`config.mk`:
```
export PLATFORM = sky130hd
export DESIGN_NAME = led_panel_scan_ctrl
export DESIGN_NICKNAME = d
export VERILOG_FILES = /design/src/rtl/led_panel_pkg.sv /design/src/rtl/led_panel_scan_ctrl.sv
export SDC_FILE = /design/constraint.sdc
export NUM_CORES = 1
export LEC_CHECK = 0
export ABC_AREA = 1
export BUFFER_PORTS_ARGS = -buffer_cell sky130_fd_sc_hd__clkbuf_2
export CAP_MARGIN = 10
export CORE_ASPECT_RATIO = 0.5
export CORE_MARGIN = 2
export CORE_UTILIZATION = 48
export DETAILED_ROUTE_END_ITERATION = 7
export HOLD_SLACK_MARGIN = 0.15
export PLACE_DENSITY = 0.76
export SLEW_MARGIN = 20
export SYNTH_ARGS = -nofsm -noshare
export SYNTH_HDL_FRONTEND = slang
export SYNTH_SLANG_ARGS = --single-unit
```
`constraint.sdc`:
```
create_clock -name clk -period 2.7 [get_ports clk]
set_input_delay 0.27 -clock clk [delete_from_list [all_inputs] [get_ports clk]]
set_output_delay 0.27 -clock clk [all_outputs]
set_load 0.05 [all_outputs]
```
`src/rtl/led_panel_pkg.sv`:
```
// Shared definitions for the LED panel scan sequencer: state encoding and
// the channel bit-slice layout of a frame buffer word.
package led_panel_pkg;

   typedef enum logic [2:0] {
      ST_IDLE,
      ST_FETCH,
      ST_WAIT,
      ST_SHIFT_LO,
      ST_SHIFT_HI,
      ST_ADDR,
      ST_LATCH,
      ST_DISPLAY
   } scan_state_e;

   // A frame buffer word is {red, green, blue}, each channel PLANES bits wide.
   localparam int CH_BLUE  = 0;
   localparam int CH_GREEN = 1;
   localparam int CH_RED   = 2;

   function automatic int chan_lsb(input int chan, input int planes);
      return chan * planes;
   endfunction

   function automatic int chan_msb(input int chan, input int planes);
      return chan * planes + planes - 1;
   endfunction

   function automatic int red_lsb(input int planes);
      return chan_lsb(CH_RED, planes);
   endfunction

   function automatic int red_msb(input int planes);
      return chan_msb(CH_RED, planes);
   endfunction

   function automatic int green_lsb(input int planes);
      return chan_lsb(CH_GREEN, planes);
   endfunction

   function automatic int green_msb(input int planes);
      return chan_msb(CH_GREEN, planes);
   endfunction

   function automatic int blue_lsb(input int planes);
      return chan_lsb(CH_BLUE, planes);
   endfunction

   function automatic int blue_msb(input int planes);
      return chan_msb(CH_BLUE, planes);
   endfunction

endpackage

```
`src/rtl/led_panel_scan_ctrl.sv`:
```
// Scan sequencer for one LED panel: fetches a row/bit-plane from the frame
// buffer, shifts it out, latches it, and times the BCM on-period.
module led_panel_scan_ctrl
   import led_panel_pkg::*;
#(
   parameter  int COLS    = 32,
   parameter  int ROWS    = 8,
   parameter  int PLANES  = 2,
   parameter  int ON_BASE = 8,
   localparam int CW      = (COLS > 1) ? $clog2(COLS) : 1,
   localparam int RW      = (ROWS > 1) ? $clog2(ROWS) : 1,
   localparam int DW      = 3 * PLANES
) (
   input  logic          clk,
   input  logic          reset,
   input  logic          enable,
   output logic          fb_rd_en,
   output logic [RW-1:0] fb_row,
   output logic [CW-1:0] fb_col,
   input  logic [DW-1:0] fb_rdata,
   output logic          red_out,
   output logic          green_out,
   output logic          blue_out,
   output logic          sclk_out,
   output logic          latch_out,
   output logic          blank_out,
   output logic          aclk_out,
   output logic          arst_out,
   output logic          frame_done,
   output logic          busy
);

   localparam int PW     = (PLANES > 1) ? $clog2(PLANES) : 1;
   localparam int ON_MAX = ON_BASE << (PLANES - 1);
   localparam int TW     = (ON_MAX > 1) ? $clog2(ON_MAX) : 1;

   localparam logic [CW-1:0] COL_LAST   = CW'(COLS - 1);
   localparam logic [RW-1:0] ROW_LAST   = RW'(ROWS - 1);
   localparam logic [PW-1:0] PLANE_LAST = PW'(PLANES - 1);

   localparam int RED_MSB   = red_msb(PLANES);
   localparam int RED_LSB   = red_lsb(PLANES);
   localparam int GREEN_MSB = green_msb(PLANES);
   localparam int GREEN_LSB = green_lsb(PLANES);
   localparam int BLUE_MSB  = blue_msb(PLANES);
   localparam int BLUE_LSB  = blue_lsb(PLANES);

   scan_state_e   state_q, state_d;
   logic [RW-1:0] row_q, row_d;
   logic [CW-1:0] col_q, col_d;
   logic [PW-1:0] plane_q, plane_d;
   logic [TW-1:0] timer_q, timer_d;

   logic          fb_rd_en_q, fb_rd_en_d;
   logic [RW-1:0] fb_row_q, fb_row_d;
   logic [CW-1:0] fb_col_q, fb_col_d;
   logic          red_q, red_d;
   logic          green_q, green_d;
   logic          blue_q, blue_d;
   logic          sclk_q, sclk_d;
   logic          latch_q, latch_d;
   logic          blank_q, blank_d;
   logic          aclk_q, aclk_d;
   logic          arst_q, arst_d;
   logic          frame_done_q, frame_done_d;
   logic          busy_q, busy_d;

   logic [PLANES-1:0] red_ch, green_ch, blue_ch;

   assign red_ch   = fb_rdata[RED_MSB:RED_LSB];
   assign green_ch = fb_rdata[GREEN_MSB:GREEN_LSB];
   assign blue_ch  = fb_rdata[BLUE_MSB:BLUE_LSB];

   // Next-state and counter updates.
   always_comb begin
      state_d = state_q;
      row_d   = row_q;
      col_d   = col_q;
      plane_d = plane_q;
      timer_d = timer_q;
      case (state_q)
         ST_IDLE: begin
            if (enable) begin
               state_d = ST_FETCH;
               row_d   = '0;
               plane_d = '0;
            end
         end
         ST_FETCH: begin
            col_d   = '0;
            state_d = ST_WAIT;
         end
         ST_WAIT:     state_d = ST_SHIFT_LO;
         ST_SHIFT_LO: state_d = ST_SHIFT_HI;
         ST_SHIFT_HI: begin
            if (col_q == COL_LAST) begin
               state_d = ST_ADDR;
            end else begin
               col_d   = col_q + CW'(1);
               state_d = ST_SHIFT_LO;
            end
         end
         ST_ADDR:  state_d = ST_LATCH;
         ST_LATCH: begin
            timer_d = TW'((ON_BASE << plane_q) - 1);
            state_d = ST_DISPLAY;
         end
         ST_DISPLAY: begin
            if (timer_q == '0) begin
               if (plane_q == PLANE_LAST) begin
                  plane_d = '0;
                  row_d   = (row_q == ROW_LAST) ? '0 : row_q + RW'(1);
               end else begin
                  plane_d = plane_q + PW'(1);
               end
               state_d = enable ? ST_FETCH : ST_IDLE;
            end else begin
               timer_d = timer_q - TW'(1);
            end
         end
         default: state_d = ST_IDLE;
      endcase
   end

   // Outputs are decoded from the next state so every pin comes from a flop
   // and lines up with the state it belongs to. A read issued with
   // fb_rd_en returns its word on fb_rdata the following cycle, which is
   // exactly when the decode below enters SHIFT_LO for that column.
   always_comb begin
      fb_rd_en_d   = 1'b0;
      fb_row_d     = fb_row_q;
      fb_col_d     = fb_col_q;
      red_d        = 1'b0;
      green_d      = 1'b0;
      blue_d       = 1'b0;
      sclk_d       = 1'b0;
      latch_d      = 1'b0;
      blank_d      = 1'b1;
      aclk_d       = 1'b0;
      arst_d       = 1'b0;
      frame_done_d = 1'b0;
      busy_d       = (state_d != ST_IDLE);
      case (state_d)
         ST_FETCH: begin
            fb_rd_en_d = 1'b1;
            fb_row_d   = row_d;
            fb_col_d   = '0;
         end
         ST_SHIFT_LO: begin
            red_d   = red_ch[plane_d];
            green_d = green_ch[plane_d];
            blue_d  = blue_ch[plane_d];
            if (col_d != COL_LAST) begin
               fb_rd_en_d = 1'b1;
               fb_row_d   = row_d;
               fb_col_d   = col_d + CW'(1);
            end
         end
         ST_SHIFT_HI: begin
            sclk_d  = 1'b1;
            red_d   = red_q;
            green_d = green_q;
            blue_d  = blue_q;
         end
         ST_ADDR: begin
            // Row address only moves once per row, on its first plane.
            if (plane_d == '0) begin
               arst_d = (row_d == '0);
               aclk_d = (row_d != '0);
            end
         end
         ST_LATCH: latch_d = 1'b1;
         ST_DISPLAY: begin
            blank_d      = 1'b0;
            frame_done_d = (timer_d == '0) && (plane_d == PLANE_LAST) &&
                           (row_d == ROW_LAST);
         end
         default: ;
      endcase
   end

   always_ff @(posedge clk or posedge reset) begin
      if (reset) begin
         state_q      <= ST_IDLE;
         row_q        <= '0;
         col_q        <= '0;
         plane_q      <= '0;
         timer_q      <= '0;
         fb_rd_en_q   <= 1'b0;
         fb_row_q     <= '0;
         fb_col_q     <= '0;
         red_q        <= 1'b0;
         green_q      <= 1'b0;
         blue_q       <= 1'b0;
         sclk_q       <= 1'b0;
         latch_q      <= 1'b0;
         blank_q      <= 1'b1;
         aclk_q       <= 1'b0;
         arst_q       <= 1'b0;
         frame_done_q <= 1'b0;
         busy_q       <= 1'b0;
      end else begin
         state_q      <= state_d;
         row_q        <= row_d;
         col_q        <= col_d;
         plane_q      <= plane_d;
         timer_q      <= timer_d;
         fb_rd_en_q   <= fb_rd_en_d;
         fb_row_q     <= fb_row_d;
         fb_col_q     <= fb_col_d;
         red_q        <= red_d;
         green_q      <= green_d;
         blue_q       <= blue_d;
         sclk_q       <= sclk_d;
         latch_q      <= latch_d;
         blank_q      <= blank_d;
         aclk_q       <= aclk_d;
         arst_q       <= arst_d;
         frame_done_q <= frame_done_d;
         busy_q       <= busy_d;
      end
   end

   assign fb_rd_en   = fb_rd_en_q;
   assign fb_row     = fb_row_q;
   assign fb_col     = fb_col_q;
   assign red_out    = red_q;
   assign green_out  = green_q;
   assign blue_out   = blue_q;
   assign sclk_out   = sclk_q;
   assign latch_out  = latch_q;
   assign blank_out  = blank_q;
   assign aclk_out   = aclk_q;
   assign arst_out   = arst_q;
   assign frame_done = frame_done_q;
   assign busy       = busy_q;

endmodule

```
== Yosys cells after proc, flatten, opt, wreduce, memory -nomap -nowiden ==
Index checks and enable logic that the tools add are counted.

* Bits of input ports: 9
* Word-level logic and storage cells: 95
* Register bits after elaboration: 35

* Shift-type cells: 1
* $lt $le $gt $ge: 1
* Reductions and logical operators: 10
* Equality and inequality tests: 18
* Add/sub/neg operators: 6
* Muxes and demuxes: 41

{| class="wikitable"
|+ Operators by type and width
! operator !! number
|-
| $eq A3 B3 Y1 const B || 10
|-
| $mux W3 || 8
|-
| $pmux W3 S8 || 1
|-
| $pmux W5 S2 || 2
|-
| $mux W1 || 19
|-
| $pmux W3 S2 || 2
|-
| $add A5 B1 Y5 const B || 2
|-
| $mux W5 || 2
|-
| $pmux W1 S2 || 5
|-
| $eq A3 B2 Y1 const B || 3
|-
| $logic_not A4 Y1 || 2
|-
| $pmux W4 S2 || 1
|-
| $eq A3 B1 Y1 const B || 2
|-
| $logic_not A3 Y1 || 2
|-
| $reduce_bool A3 Y1 || 2
|-
| $eq A5 B5 Y1 const B || 1
|-
| $ne A5 B5 Y1 const B || 1
|-
| $mux W4 || 1
|-
| $shl A4 B1 Y4 const A || 1
|-
| $sub A4 B1 Y4 const B || 1
|-
| $sub A4 B2 Y4 const B || 1
|-
| $add A3 B1 Y3 const B || 1
|-
| $logic_and A1 B1 Y1 || 2
|-
| $lt A1 B2 Y1 const B || 1
|-
| other kinds (4) || 4
|}

== Logic depth before layout (Yosys ltp) ==
* Depth after elaboration: 8
* Mapped depth: 15
* Depth with buffers taken out: 15

== Worst setup path after synthesis ==
OpenSTA, ideal clock, no wires.

* Path type: reg2reg
* Start: register col_q[0]
* End: register fb_row_q[0], in the netlist fb_row[0]
* Stages on the path, launching flop included: 15
* Library setup time: 0.065 ns
* Data arrival time: 2.130 ns
* Path buffers: 0
* Clock period less this slack: 2.195 ns
* Setup slack: 0.505 ns
* Path through: dfrtp_1 ha_1 nand3_1 nor2_1 nand2_1 nand2_1 nand2_1 nand2_1 ha_1 nand2_1 nor2_1 ha_1 a211oi_4 nand2_1 nand2_1

* Word-level cells in the longest chain between the ends: 6

{| class="wikitable"
|+ RTL lines
! element !! line !! RTL
|-
| start: declaration || led_panel_scan_ctrl.sv:50 || <nowiki>logic [CW-1:0] col_q, col_d;</nowiki>
|-
| start signal: assignment || led_panel_scan_ctrl.sv:205 || <nowiki>col_q <= col_d;</nowiki>
|-
| $add A5 B1 Y5 or $eq A5 B5 Y1 (tied branches) || led_panel_scan_ctrl.sv:99, led_panel_scan_ctrl.sv:96 ||
|-
| $mux W5 || led_panel_scan_ctrl.sv:96 || <nowiki>if (col_q == COL_LAST) begin</nowiki>
|-
| $pmux W5 S2 * || led_panel_scan_ctrl.sv:81 || <nowiki>case (state_q)</nowiki>
|-
| via col_d[0] || led_panel_scan_ctrl.sv:50 ||
|-
| $ne A5 B5 Y1 * || led_panel_scan_ctrl.sv:153 || <nowiki>if (col_d != COL_LAST) begin</nowiki>
|-
| $ne A2 B2 Y1 (no line) * || - ||
|-
| $reduce_and A2 Y1 (no line) * || - ||
|-
| end signal: assignment || led_panel_scan_ctrl.sv:209 || <nowiki>fb_row_q <= fb_row_d;</nowiki>
|-
| end: declaration || led_panel_scan_ctrl.sv:55 || <nowiki>logic [RW-1:0] fb_row_q, fb_row_d;</nowiki>
|}

Mark *: on every way through the listed nets, which the timed path passes. The rest lies on a longest branch.
A chain may end at the register's enable or synchronous reset.

== Worst setup path after layout ==
* Start: register col_q[0]
* End: register fb_col_q[2], in the netlist fb_col[2]

* Word-level cells in the longest chain between the ends: 6

{| class="wikitable"
|+ RTL lines
! element !! line !! RTL
|-
| $add A5 B1 Y5 or $eq A5 B5 Y1 (tied branches) || led_panel_scan_ctrl.sv:99, led_panel_scan_ctrl.sv:96 ||
|-
| $mux W5 * || led_panel_scan_ctrl.sv:96 ||
|-
| $pmux W5 S2 * || led_panel_scan_ctrl.sv:81 ||
|-
| via col_d[1] || led_panel_scan_ctrl.sv:50 ||
|-
| $add A5 B1 Y5 or $ne A5 B5 Y1 (tied branches) || led_panel_scan_ctrl.sv:156, led_panel_scan_ctrl.sv:153 ||
|-
| $mux W5 or $ne A2 B2 Y1 (tied branches) || - ||
|-
| $pmux W5 S2 or $reduce_and A2 Y1 (tied branches) || - ||
|-
| end signal: assignment || led_panel_scan_ctrl.sv:210 || <nowiki>fb_col_q <= fb_col_d;</nowiki>
|-
| end: declaration || led_panel_scan_ctrl.sv:56 || <nowiki>logic [CW-1:0] fb_col_q, fb_col_d;</nowiki>
|}

Mark *: on every way through the listed nets, which the timed path passes. The rest lies on a longest branch. The select of a mux whose other input is x is not followed.

==> flow_metrics.tcl <==
set metrics [dict create \
    hpwl_mm 3.046 \
    cts_made_buffers 5 \
    diodes 0 \
    synthFlopType "dfrtp_1" \
    grt_use_met1_pct 28.00 \
    numPortBuffers 27 \
    drive_above_1_share_pct 27.20 \
    grt_pass1_vias 1332 \
    regArea_um2 877.1 \
    worstSetupEndpointType "register" \
    hold_viol_final 0 \
    finalClockSkew_ns 0.003863 \
    path_clk_slew_ns 0.07 \
    worst-slew-pin-transition_ns 0.4450 \
    clk_latency_ns 0.29 \
    synth_cell_types 30 \
    grt_max_degree 36 \
    gr-usage-met3_pct 7.402 \
    maxCapViolations 0 \
    row_count 15 \
    ant_nets 0 \
    drtIter0Drc 109 \
    finalCritPeriodShare_pct 91.71 \
    cts_tree "built" \
    ys_top_cells_by_area "dfrtp_1, nand2_1, inv_1" \
    p_clk_share_pct 40.2 \
    syn_area_mm2 0.001863 \
    die_h_um 48.06 \
    multi_input_area_um2 869.6 \
    die_area_mm2 0.004426 \
    syn_nets 239 \
    htree_levels 2 \
    busiest_layer "met2" \
    grt_pass1_wl_mm 6.417 \
    routed_wl_mm 3.999 \
    cp_max_fo 6 \
    power.density_mw_per_mm2 432.1 \
    vias 1522 \
    first_pass_iters 4 \
    p_seq_share_pct 56.4 \
    cp-start-kind "register" \
    overflow 0 \
    synth-edff-count 0 \
    internal-power_uw 715.6 \
    track_usage_pct 20.22 \
    status "finished, final reports clean" \
    reg2reg_depth 14 \
    met2_usage_pct 29.85 \
    dp_slack_ns 0.2509 \
    cts_setup_buffers 0 \
    ys_seq_area_share_pct 47.08 \
    cts_num_sinks 35 \
    synthArstFlopShare_pct 100.0 \
    synth_top_area_share_pct 45.67 \
    nNetsFinal 275 \
    synth_warnings 0 \
    post_cts_resized 0 \
    ys_ff_latch 35 \
    clockBufferDepth 2 \
    finalSetupViolCount 0 \
    leakagePower_nw 1.207 \
    die_w_um 92.11 \
    cts_root_buffer "clkbuf_8" \
    hold_class "input pin to register" \
    finalSetupTns_ns 0 \
    slew_headroom_pct 70.33 \
    cp.required_ns 2.93 \
    slew_violations 0 \
    fillCellCount 325 \
    switching_share_pct 23.49 \
    netlist_instances 224 \
    start_util_pct 52.25 \
    core_mm2 0.003566 \
    avgSynthCellArea_um2 8.317 \
    postCtsHoldBufs 1 \
    drc_errors 0 \
    ir_drop_mv 0.3244 \
    syn_to_final_growth_pct 16.19 \
    io_pins 28 \
    rsz0062_at_grt "no" \
    hold_path_depth 3 \
    cp.arrival_ns 2.71 \
    path_class "register to register" \
    yosysTopAreaCell "dfrtp_1" \
    post_drt_wl_per_cell_um 12.82 \
    vias_per_cell 4.878 \
    antenna_found_initial 0 \
    period_needed_ns 2.476 \
    switchingPower_uw 219.7 \
    yosysMostFrequentCell "nand2_1" \
    fmax_mhz 403.8 \
    pwr-share-comb_pct 3.4 \
    synth_common_cells "nand2_1, dfrtp_1, inv_1" \
    fin_ws_ns 0.2237 \
    gp_congestion 0.8973 \
]
## final cells by class
| type | count | area share, % |
|---|---|---|
| clock inverter | 2 | 0.5780 |
| inverter | 31 | 5.376 |
| sequential | 35 | 40.52 |
| timing repair buffer | 29 | 7.052 |
| clock buffer | 6 | 3.353 |
| tap | 51 | 2.948 |
| multi-input combinational | 158 | 40.17 |
## kinds of logic after synthesis
group / Yosys count / synth area share (%)
simple gates: 134 / 34.72
flops: 35 / 47.08
fa+ha+maj: 6 / 4.029
buf+inv: 31 / 6.246
compound gates: 15 / 6.515
xor+xnor: 3 / 1.411
## registers in the layout, summed over array words and instances (netlist names)
register,cells
latch_out,1
col_q,5
fb_col,5
fb_rd_en,1
state_q,3
sclk_out,1
arst_out,1
green_out,1
fb_row,3
blue_out,1
red_out,1
row_q,3
aclk_out,1
timer_q,4
busy,1
frame_done,1
blank_out,1
plane_q,1
## critical path, stage by stage, from the launching register on
cell      delay, ns
dfrtp_1        0.44
ha_1           0.27
nand3_1        0.11
nor2_1         0.04
nand2_1        0.14
nand2_1        0.11
nand2_1        0.08
nand2_1        0.10
ha_1           0.21
nand2_1        0.09
nor2_1         0.05
ha_1           0.26
a211oi_4       0.35
nand2_1        0.10
nand2_1        0.07
## worst paths after layout
check | start | endpoint | slack, ns
max in group asynchronous | reset | blank_out | 1.76
max reg2reg | col_q[0] | fb_col[2] | 0.22
min | fb_rdata[4] | red_out | 0.24
min reg2reg | fb_col[0] | fb_col[0] | 0.47
min in group asynchronous | reset | row_q[2] | 0.60
max | col_q[0] | fb_col[2] | 0.22
## metal layers
metal,vias up,part of all wire (%),wire length (um)
li1,780,-,-
met1,709,53,2107
met2,31,43,1705
met3,2,4.3,170
met4,0,0.38,15
met5,-,0,0
## power by group through the flow
stage / sequential (mW) / combinational (mW) / clock [mW]
after detailed placement: 0.538 / 0.0316 / 0
after global placement: 0.538 / 0.0314 / 0
after CTS: 0.528 / 0.0329 / 0.388
after floorplan: 0.546 / 0.0101 / 0
final: 0.528 / 0.0318 / 0.376
after global routing: 0.528 / 0.0354 / 0.416
## layout by cell type, fill, tap and decap left out, drive strengths merged, types with 5 or more instances in the layout
master  Yosys  layout
nand2      76      76
dfrtp      34      34
clkbuf      0      33
inv        31      31
nor2       29      29
nand3      17      17
ha          6       6
or2         5       5
## through the flow
step | utilization (%) | hold WS (ns) | cells | total power [mW] | cell area (um2)
4_1_cts | 60.70 | 0.2353 | 312 | 0.9487 | 2165
3_5_place_dp | 58.04 | 0.3750 | 303 | 0.5693 | 2069
3_3_place_gp | 58.04 | 0.3709 | 303 | 0.5691 | 2069
5_1_grt | 60.70 | 0.2549 | 312 | 0.9797 | 2165
2_1_floorplan | - | 0.4236 | 224 | 0.5558 | 1863
6_report | 60.70 | 0.2436 | 312 | 0.9353 | 2165
Note: power is estimated with default switching activity, not from simulation.
